--- config.mk ---
export PLATFORM = sky130hd
export DESIGN_NAME = fetch_stage
export DESIGN_NICKNAME = d
export VERILOG_FILES = /design/src/rtl/mips_pkg.sv /design/src/rtl/next_pc_logic.sv /design/src/rtl/fetch_stage.sv
export SDC_FILE = /design/constraint.sdc
export NUM_CORES = 1
export LEC_CHECK = 0
export ABC_CLOCK_PERIOD_IN_PS = 6300
export CORE_UTILIZATION = 48
export DETAILED_ROUTE_END_ITERATION = 12
export PLACE_DENSITY = 0.77
export SLEW_MARGIN = 20
export SYNTH_ARGS = -nofsm -noshare
export SYNTH_HDL_FRONTEND = slang
export SYNTH_SLANG_ARGS = --single-unit
--- constraint.sdc ---
create_clock -name clk -period 6.3 [get_ports clk]
set_input_delay 1.26 -clock clk [delete_from_list [all_inputs] [get_ports clk]]
set_output_delay 1.26 -clock clk [all_outputs]
set_load 0.03 [all_outputs]
--- src/rtl/mips_pkg.sv ---
// Shared constants and types for the MIPS core pipeline front end.
package mips_pkg;

    localparam logic [31:0] NOP_INSTR        = 32'h0000_0000;
    localparam logic [31:0] PC_STEP          = 32'd4;
    localparam logic [31:0] DEFAULT_RESET_PC = 32'h0000_0000;

    typedef enum logic [1:0] {
        PC_SEQ    = 2'd0,
        PC_BRANCH = 2'd1,
        PC_JUMP   = 2'd2
    } pc_sel_e;

endpackage

--- src/rtl/next_pc_logic.sv ---
// Combinational next-PC selection: sequential, taken branch or J-type jump.
module next_pc_logic
    import mips_pkg::*;
(
    input  logic [31:0] pc,
    input  logic [31:0] id_pc4,
    input  logic        id_valid,
    input  logic        branch_taken,
    input  logic        jump,
    input  logic [15:0] branch_imm,
    input  logic [25:0] jump_index,
    output logic [31:0] next_pc,
    output pc_sel_e     pc_sel
);

    logic [31:0] w_seq_pc;
    logic [31:0] w_branch_pc;
    logic [31:0] w_jump_pc;

    assign w_seq_pc    = pc + PC_STEP;
    // Word offset sign-extended and scaled to bytes in a single concatenation.
    assign w_branch_pc = id_pc4 + {{14{branch_imm[15]}}, branch_imm, 2'b00};
    assign w_jump_pc   = {id_pc4[31:28], jump_index, 2'b00};

    always_comb begin
        pc_sel  = PC_SEQ;
        next_pc = w_seq_pc;
        if (id_valid && jump) begin
            pc_sel  = PC_JUMP;
            next_pc = w_jump_pc;
        end else if (id_valid && branch_taken) begin
            pc_sel  = PC_BRANCH;
            next_pc = w_branch_pc;
        end
    end

endmodule

--- src/rtl/fetch_stage.sv ---
// Instruction fetch: PC register, IF/ID pipeline register and fetch counter.
module fetch_stage
    import mips_pkg::*;
#(
    parameter logic [31:0] RESET_PC = DEFAULT_RESET_PC
) (
    input  logic        clk,
    input  logic        rst,
    input  logic        stall,
    input  logic        flush,
    input  logic        branch_taken,
    input  logic [15:0] branch_imm,
    input  logic        jump,
    input  logic [25:0] jump_index,
    output logic [31:0] imem_addr,
    input  logic [31:0] imem_instr,
    output logic [31:0] id_instr,
    output logic [31:0] id_pc4,
    output logic        id_valid,
    output logic [31:0] fetch_count
);

    logic [31:0] r_pc;
    logic [31:0] r_id_instr;
    logic [31:0] r_id_pc4;
    logic        r_id_valid;
    logic [31:0] r_fetch_count;

    logic [31:0] w_next_pc;
    pc_sel_e     w_pc_sel;
    logic        w_redirect;

    next_pc_logic u_next_pc (
        .pc           (r_pc),
        .id_pc4       (r_id_pc4),
        .id_valid     (r_id_valid),
        .branch_taken (branch_taken),
        .jump         (jump),
        .branch_imm   (branch_imm),
        .jump_index   (jump_index),
        .next_pc      (w_next_pc),
        .pc_sel       (w_pc_sel)
    );

    assign w_redirect = (w_pc_sel != PC_SEQ);

    // A redirect wins over stall and flush; no delay slot, so the fetch in flight is dropped.
    always_ff @(posedge clk or posedge rst) begin
        if (rst) begin
            r_pc          <= RESET_PC;
            r_id_instr    <= NOP_INSTR;
            r_id_pc4      <= 32'd0;
            r_id_valid    <= 1'b0;
            r_fetch_count <= 32'd0;
        end else if (w_redirect) begin
            r_pc       <= w_next_pc;
            r_id_instr <= NOP_INSTR;
            r_id_valid <= 1'b0;
        end else if (stall) begin
            if (flush) begin
                r_id_instr <= NOP_INSTR;
                r_id_valid <= 1'b0;
            end
        end else if (flush) begin
            r_pc       <= w_next_pc;
            r_id_instr <= NOP_INSTR;
            r_id_valid <= 1'b0;
        end else begin
            r_pc          <= w_next_pc;
            r_id_instr    <= imem_instr;
            r_id_pc4      <= w_next_pc;
            r_id_valid    <= 1'b1;
            r_fetch_count <= r_fetch_count + 32'd1;
        end
    end

    assign imem_addr   = r_pc;
    assign id_instr    = r_id_instr;
    assign id_pc4      = r_id_pc4;
    assign id_valid    = r_id_valid;
    assign fetch_count = r_fetch_count;

endmodule

==> summary by stage, run 1 <==
Pwr
Per report_power, the combinational group accounts for roughly 45% of the total. The clock network fraction of design power is 25.4%. The cell area power density is between 300 and 400 nW/um2. The total power draw is a little over 4000 uW. Of the total power, the share spent switching nets is 41.1%.

The analysis attributes to net switching a power of ~1700 uW. The worst-case IR drop observed on VDD is roughly 0.27 mV. The internal cell power is about 2400 uW. The sequential cell fraction of total power is 29.9%.

The static leakage is ~0.0046 uW.

Placement
The count of buffers added on input and output ports is about 210. Once placement finished, the instance area stood at approximately 9800 um2. After legalization and detailed placement, the total HPWL measured around 16000 um. The routability congestion estimate from global placement is approximately 0.89. The number of placed instances, taps included is around 1200.

GRT
Entering global routing, the biggest net connects 80 pins. The first global-routing pass estimated 35900 um of wire. The total overflow left after global routing is 0.

The overall fraction of global-route tracks in use is 28.4%. The number of global-route vias before repair is around 6800. The initial antenna violation count was 0.

Finish
The number of standard cells in the layout, taps in and fillers out is around 1200. The layout has between 1000 and 1500 filler cells. The post-layout utilization of the core is 68.2%. The final instance area is ~10000 um2. After the last flow step, the layout net total stands at roughly 1100. Compared with the post-synthesis result, the final layout area differs by 37.7%. The number of diodes is 0. In the final layout, the share of cells above drive strength 1 is 6.24%.

Worst setup path
The critical-path maximum fanout is 20. The critical path required time is between 6 and 7 ns. The critical setup path kind is input pin to flip-flop. Walking the worst path, the cells encountered are clkdlybuf4s50_1 -> ha_1 -> a21o_1 -> a31oi_1 -> nand2_1 -> o31a_1 -> a211o_1 -> a21oi_1 -> mux2_2 -> a221o_1. The cell class contributing the biggest share of worst-path delay is compound AO/OA/AOI/OAI gates. The largest single stage delay on the critical path is between 1 and 1.5 ns.

The worst setup path is captured at a flip-flop. The master of the slowest instance on the critical path is clkdlybuf4s50_1. The worst setup path is launched from an input pin.

Data arrives at the worst endpoint at ~4.5 ns. The critical path runs through a total of 10 cells. The logic depth of the worst register-to-register path is 10.

Counting both buffers and inverters, the worst setup path holds a total of 1.

Clock tree
Once the clock tree was built, the resizer swapped 0 gates to a different size. The clock transition at the registers of the reported paths is ~0.060 ns. Clock tree synthesis inserted a total of 17 buffers. The cell at the root of the clock tree is clkbuf_16.

The total of hold buffers inserted after clock tree synthesis is 0. For the worst-skew pair, the clock arrives at the later sink with an insertion delay of roughly 0.42 ns. The buffer depth of the longest clock path is 2.

Post-CTS timing repair inserted 0 buffers for setup. The TritonCTS clock tree is done. The clock net in this run drives a total of about 130 sinks. The H-tree was split into 4 levels.

STA
The final max-slew violation count is 0. Setup repair after global routing left no endpoint under its margin. In this run the tightest slew margin relative to its limit is roughly 40%. The worst path in the final design needs a cycle of around 4.2 ns, including I/O delays and setup. The maximum clock frequency is approximately 240 MHz. The sum of negative setup slack is 0 ns.

The final hold violation count was 0. The slew of the pin with the lowest slew margin is 0.904 ns. The setup violation total in the final timing report is 0. The share of the clock period used by the worst path is 67.2%. The clock arrives with 0.00889 ns of skew.

Logic synthesis
The most used flip-flop cell after synthesis is dfrtp_1. After technology mapping, the gate count stands at roughly 800. The flip-flop and latch count after synthesis is 129. The mean post-synth cell area is ~9.3 um2.

Counting every net in the synthesized netlist gives slightly above 900. The sequential-to-total area share from yosys stat is 42.5%. Synthesis instantiated 62 different standard cells from the library. The most common cell in the netlist is dfrtp_1. Counting flops with an async set or reset pin after synthesis yields a share of 100%. In the synthesized netlist, the cells that appear most often are dfrtp_1 (129), nand2_1 (119), nor2_1 (60). Ranked by total cell area, the synthesized netlist is headed by dfrtp_1 (43%), nand2_1 (5.9%), xnor2_1 (5.3%). Summing every instance area after synthesis gives 7590 um2. The share of the synthesized area in the top cell type is a little over two fifths.

The number of enable flip-flop cells after synthesis is 0. The top cell type by total area after synthesis is dfrtp_1. The count of synthesis-stage warnings from yosys is 0.

Floorplan
The total core area is 15300 um2. The floorplan step defined a die boundary enclosing about 16000 um2. The horizontal die dimension is 128 um. The die is 128 um tall. For this configuration, the core starts out at a cell density of 49.6%. The standard-cell row count is between 40 and 50. For this design the top-level I/O count stands at ~210.

Min path
Counting instances, the worst hold path has a depth of 1. The path class of the tightest hold or removal check is flip-flop to flip-flop.

Outcome
The run finished with clean final reports.

Drt
Dividing the detail-routed via count by the number of cells gives roughly 5.7. The first routing iteration left just under 600 violations. The routed wire length is ~23000 um.

Dividing the detail-routed wire length by the instance count gives 18.5 um. For this block, the via count after detailed routing is about 7100. After detailed routing, the number of remaining DRC violations is 0.

The first detailed-routing pass ran for 5 iterations. The residual antenna-violating net count after detailed routing is 0.

Run
The tool flagged a number of max-cap violations equal to 0.
==> layer usage <==
metal  part of all wire [%]  global-route usage, %  up-vias
li1                       -                      -     3359
met3                    5.9                   4.05       36
met2                     48                   45.8      275
met1                     44                   39.1     3426
met4                    1.7                   9.76        0
met5                      0                      0        -
==> worst reg2reg max path, delay by kind of cell, from the launching register on <==
kind | cells | cell delay, ns
xor+xnor | 1 | 0.14
fa+ha+maj | 2 | 0.63
compound gates | 7 | 1.71
flops | 1 | 0.40
==> registers in the layout, indices dropped and copies added, names as in the netlist <==
signal / flops
fetch_count: 32
id_instr: 32
id_pc4: 32
id_valid: 1
imem_addr: 32
==> power groups by stage <==
stage / Clock [uW] / Combinational [uW] / Sequential [uW]
after floorplan: 0 / 868 / 1510
after global placement: 0 / 1780 / 1220
after detailed placement: 0 / 1800 / 1230
after CTS: 1040 / 1810 / 1210
after global routing: 1080 / 1960 / 1240
final: 1040 / 1820 / 1220
==> area by class of cell <==
class | count | area, um2 | share of cell area (%)
inverters | 14 | 57.6 | 0.551
well taps | 211 | 264 | 2.53
repair buffers | 216 | 2140 | 20.5
clock buffers | 18 | 429 | 4.11
multi-input cells | 635 | 4150 | 39.7
clock inverters | 14 | 183 | 1.75
flip-flops and latches | 129 | 3230 | 30.9
==> worst paths after layout <==
check,start,endpoint,slack [ns]
hold / removal,fetch_count[31],fetch_count[31],0.47
max in group asynchronous,rst,id_instr[14],3.80
hold reg to reg,fetch_count[31],fetch_count[31],0.47
setup reg to reg,id_pc4[2],id_pc4[20],3.26
min in group asynchronous,rst,id_instr[24],1.35
setup / recovery,branch_imm[15],imem_addr[29],2.06
==> per-stage QoR <==
| step | worst slack [ns] | hold slack [ns] |
|---|---|---|
| 2_1_floorplan | 1.60 | 0.649 |
| 3_3_place_gp | 1.69 | 0.455 |
| 3_5_place_dp | 1.65 | 0.462 |
| 4_1_cts | 2.09 | 0.473 |
| 5_1_grt | 1.87 | 0.495 |
| 6_report | 2.06 | 0.468 |
==> cell usage in the layout (no fill, tap or decap), types with 8 or more instances in the layout <==
master           instances
nand2_1                119
xor2_1                  34
a22o_1                  34
a21o_1                  30
clkdlybuf4s50_1        208
nand3_1                 26
nand4_1                 22
clkbuf_16               17
xnor2_1                 46
dfrtp_1                129
buf_4                    8
a31oi_1                 15
and4_1                   8
and3_1                  10
inv_1                   13
o22ai_1                 16
a22oi_1                  8
a21oi_1                 43
nor2_1                  58
o21ai_0                 43
ha_1                    31
==> cells by family after synthesis <==
group                    synth area share, %
AO/OA/AOI/OAI                           21.1
multiplexers                           0.544
AND/OR/NAND/NOR                         18.2
flip-flops                              42.5
adder cells (fa/ha/maj)                 5.37
buffers and inverters                   3.00
XOR/XNOR                                9.23
(Power assumes the default switching activity.)
==> run 2, diff against run 1 <==
--- a/config.mk
+++ b/config.mk
@@ -5,7 +5,7 @@
 export SDC_FILE = /design/constraint.sdc
 export NUM_CORES = 1
 export LEC_CHECK = 0
-export ABC_CLOCK_PERIOD_IN_PS = 6300
+export ABC_CLOCK_PERIOD_IN_PS = 4080
 export CORE_UTILIZATION = 48
 export DETAILED_ROUTE_END_ITERATION = 12
 export PLACE_DENSITY = 0.77
==> constraint.sdc (replaced) <==
create_clock -name clk -period 4.08 [get_ports clk]
set_input_delay 0.816 -clock clk [delete_from_list [all_inputs] [get_ports clk]]
set_output_delay 0.816 -clock clk [all_outputs]
set_load 0.03 [all_outputs]
==> summary by stage, run 2 (synthesized netlist as in run 1, its figures left out) <==
GRT
The first-pass GRT wire length is 35700 um (-0.73%). The largest net degree at the start of global routing is 130 (+63%). The overall overflow remaining after global route is 0 (unchanged).

The initial antenna violation count is 0 (unchanged). The overall fraction of global-route tracks in use is 28.4% (about the same). The number of global-route vias before repair is 6818 (+0.46%).

STA
The remaining max-slew budget at the tightest pin was 39.8% (+0.13 points). The final worst hold slack is 0.467 ns (-0.000256 ns). The worst-case clock skew was 0.00877 ns (-0.000119 ns). The final max-slew violation count is 0 (unchanged). The sum of negative setup slack is 0 ns (unchanged). The maximum clock frequency is just under 300 MHz. The share of the clock period used by the worst path is just over 80%.

The final hold violation count is 0 (unchanged). The setup violation total in the final timing report came to 0 (unchanged). The worst path needs roughly 3.4 ns of the cycle, external delays included.

The worst setup slack after layout came to 0.696 ns (-1.37 ns). Setup repair after global routing left no endpoint under its margin. The slew of the pin with the lowest slew margin is 0.900 ns (-0.00413 ns).

Worst setup path
The critical path in this run is classified as input pin to flip-flop. STA classifies the critical path endpoint as a flip-flop. The worst setup path is launched from an input pin.

The critical-path maximum fanout came to 6 (-70%). The critical path required time is 4.38 ns (-2.23 ns). The signal on the critical path passes through clkdlybuf4s50_1 -> ha_1 -> a21o_1 -> a31oi_1 -> nand2_1 -> o31a_1 -> a211o_1 -> a21oi_1 -> mux2_2 -> a221o_1.

The number of buffer and inverter stages on the critical path is 1 (unchanged). The cell family contributing the most delay on the critical path is compound AO/OA/AOI/OAI gates. On the critical path, the stage with the largest delay is an instance of clkdlybuf4s50_1. The arrival time of the worst setup path is 3.69 ns (-0.85 ns).

The delay of the slowest cell on the worst path is 0.54 ns (-0.47 ns).

Clock tree
The clock transition at the registers of the reported paths is 0.06 ns (about the same). The post-cts gate resize count is 0 (unchanged). Clock tree synthesis selected as its root buffer the cell clkbuf_16. The buffer depth of the longest clock path is 2 (unchanged). The clock latency at the later pin of the worst-skew pair is 0.43 ns (about the same). The number of post-CTS setup repair buffers is 0 (unchanged). The TritonCTS buffer count is 17 (unchanged). TritonCTS built the clock tree. The total of hold buffers inserted after clock tree synthesis is 0 (unchanged). The total number of clock tree sinks is 129 (unchanged). The level count of the clock H-tree was 4 (unchanged).

Drt
The overall via count from detail_route was 7189 (+1.3%). The remaining routing DRC violations is 0 (unchanged). The detailed-route vias per instance is 5.77 (+0.66%). The count of TritonRoute iterations in the first routing pass is 6 (+1). The average routed wire per standard cell was 18.5 um (about the same). The number of DRC markers after the initial detailed-route iteration is 494 (-17%). The routed wire length is 23000 um (+0.69%). The residual antenna-violating net count after detailed routing is 0 (unchanged).

Placement
The area after detailed placement is 9910 um2 (+0.75%). The detailed placement HPWL is 16000 um (+0.54%). The worst setup slack before clock tree synthesis is 0.291 ns (-1.35 ns).

The routability congestion estimate from global placement is 0.920 (+2.9%). The count of port buffers added during placement is 208 (unchanged).

Floorplan
The horizontal die dimension came to 128 um (unchanged). The die boundary height is 128 um (unchanged). The die outline area is 16300 um2 (unchanged). The I/O pin total is 209 (unchanged).

The starting density of the core was 49.6% (unchanged). The total core area is 15300 um2 (unchanged). The standard-cell row count is 45 (unchanged).

Finish
The most common cell after layout, fill and taps aside is clkdlybuf4s50_1. Leaving out fill and tap cells, the most frequent cells in the layout are clkdlybuf4s50_1 (208), dfrtp_1 (129), nand2_1 (119), nor2_1 (58), xnor2_1 (46). The net total in the final layout is 1133 (+0.71%). The fraction of final layout cells sized beyond drive strength 1 was 7.06% (+0.82 points). The final instance area came to 10500 um2 (+0.54%).

From synthesis to final layout, the design area changed by 38.4%. The number of diodes is 0 (unchanged).

Pwr
The relative contribution of combinational cells to total power was 45.1% (+0.4 points). The clock network fraction of design power was 24.9% (-0.5 points). The static leakage was 0.00462 uW (+0.86%). The cell area power density is 598 nW/um2 (+53%). The net switching power of the design is 2610 uW (+56%). The internal cell power came to 3670 uW (+53%). The sequential cell fraction of total power is 30.0% (about the same). The fraction of power spent switching nets is 41.6% (+0.52 points).

The worst voltage drop across the vdd grid is 0.433 mV (+63%).

Outcome
The run finished with clean final reports.

Run
The number of max-cap violations is 0 (unchanged).

Min path
The type of the most critical hold path is flip-flop to flip-flop.
run 2: cell count changes in the layout (fill, tap and decap cells not counted), sizes merged:
cell | before | now
buf | 8 | 16
bufinv | 3 | 2
clkinv | 6 | 4
clkbuf | 18 | 17
inv | 17 | 21
run 2: layer usage:
metal  GRT usage [%]  up-vias  routed length [um]  share of wire (%)
li1                -     3370                   -                  -
met1            39.8     3428               10200                 44
met2            43.4      340               10500                 46
met3            5.68       51                1700                7.4
met4            10.6        0                 629                2.7
met5               0        -                   0                  0
run 2: final cells by class:
class / count / area, um2
clock buffers: 17 / 425
clock inverters: 15 / 171
fillers: 1238 / 4810
inverters: 14 / 56.3
multi-input cells: 635 / 4150
flip-flops and latches: 129 / 3230
well taps: 211 / 264
repair buffers: 224 / 2210
run 2: stage by stage:
step | instances | util, % | power, uW
5_1_grt | 1245 | 68.6 | 6600
3_3_place_gp | 1213 | 64.7 | 4650
2_1_floorplan | 818 | - | 3670
4_1_cts | 1245 | 68.6 | 6270
3_5_place_dp | 1213 | 64.7 | 4690
6_report | 1245 | 68.6 | 6280
run 2: power groups by stage:
| stage | registers, uW | clock network (uW) | logic, uW |
|---|---|---|---|
| 5_1_grt | 1920 | 1630 | 3050 |
| 3_3_place_gp | 1890 | 0 | 2760 |
| 3_5_place_dp | 1890 | 0 | 2800 |
| 4_1_cts | 1870 | 1570 | 2820 |
| 6_report | 1880 | 1560 | 2840 |
| 2_1_floorplan | 2330 | 0 | 1340 |
run 2: worst paths after layout:
path | end | slack, ns | cells past startpoint | startpoint
min reg2reg | fetch_count[31] | 0.47 | 1 | fetch_count[31]
max reg2reg | imem_addr[29] | 1.16 | 9 | id_pc4[5]
min in group asynchronous | fetch_count[31] | 0.94 | 3 | rst
max | imem_addr[29] | 0.70 | 10 | branch_imm[15]
min | fetch_count[31] | 0.47 | 1 | fetch_count[31]
max in group asynchronous | id_pc4[13] | 2.61 | 3 | rst
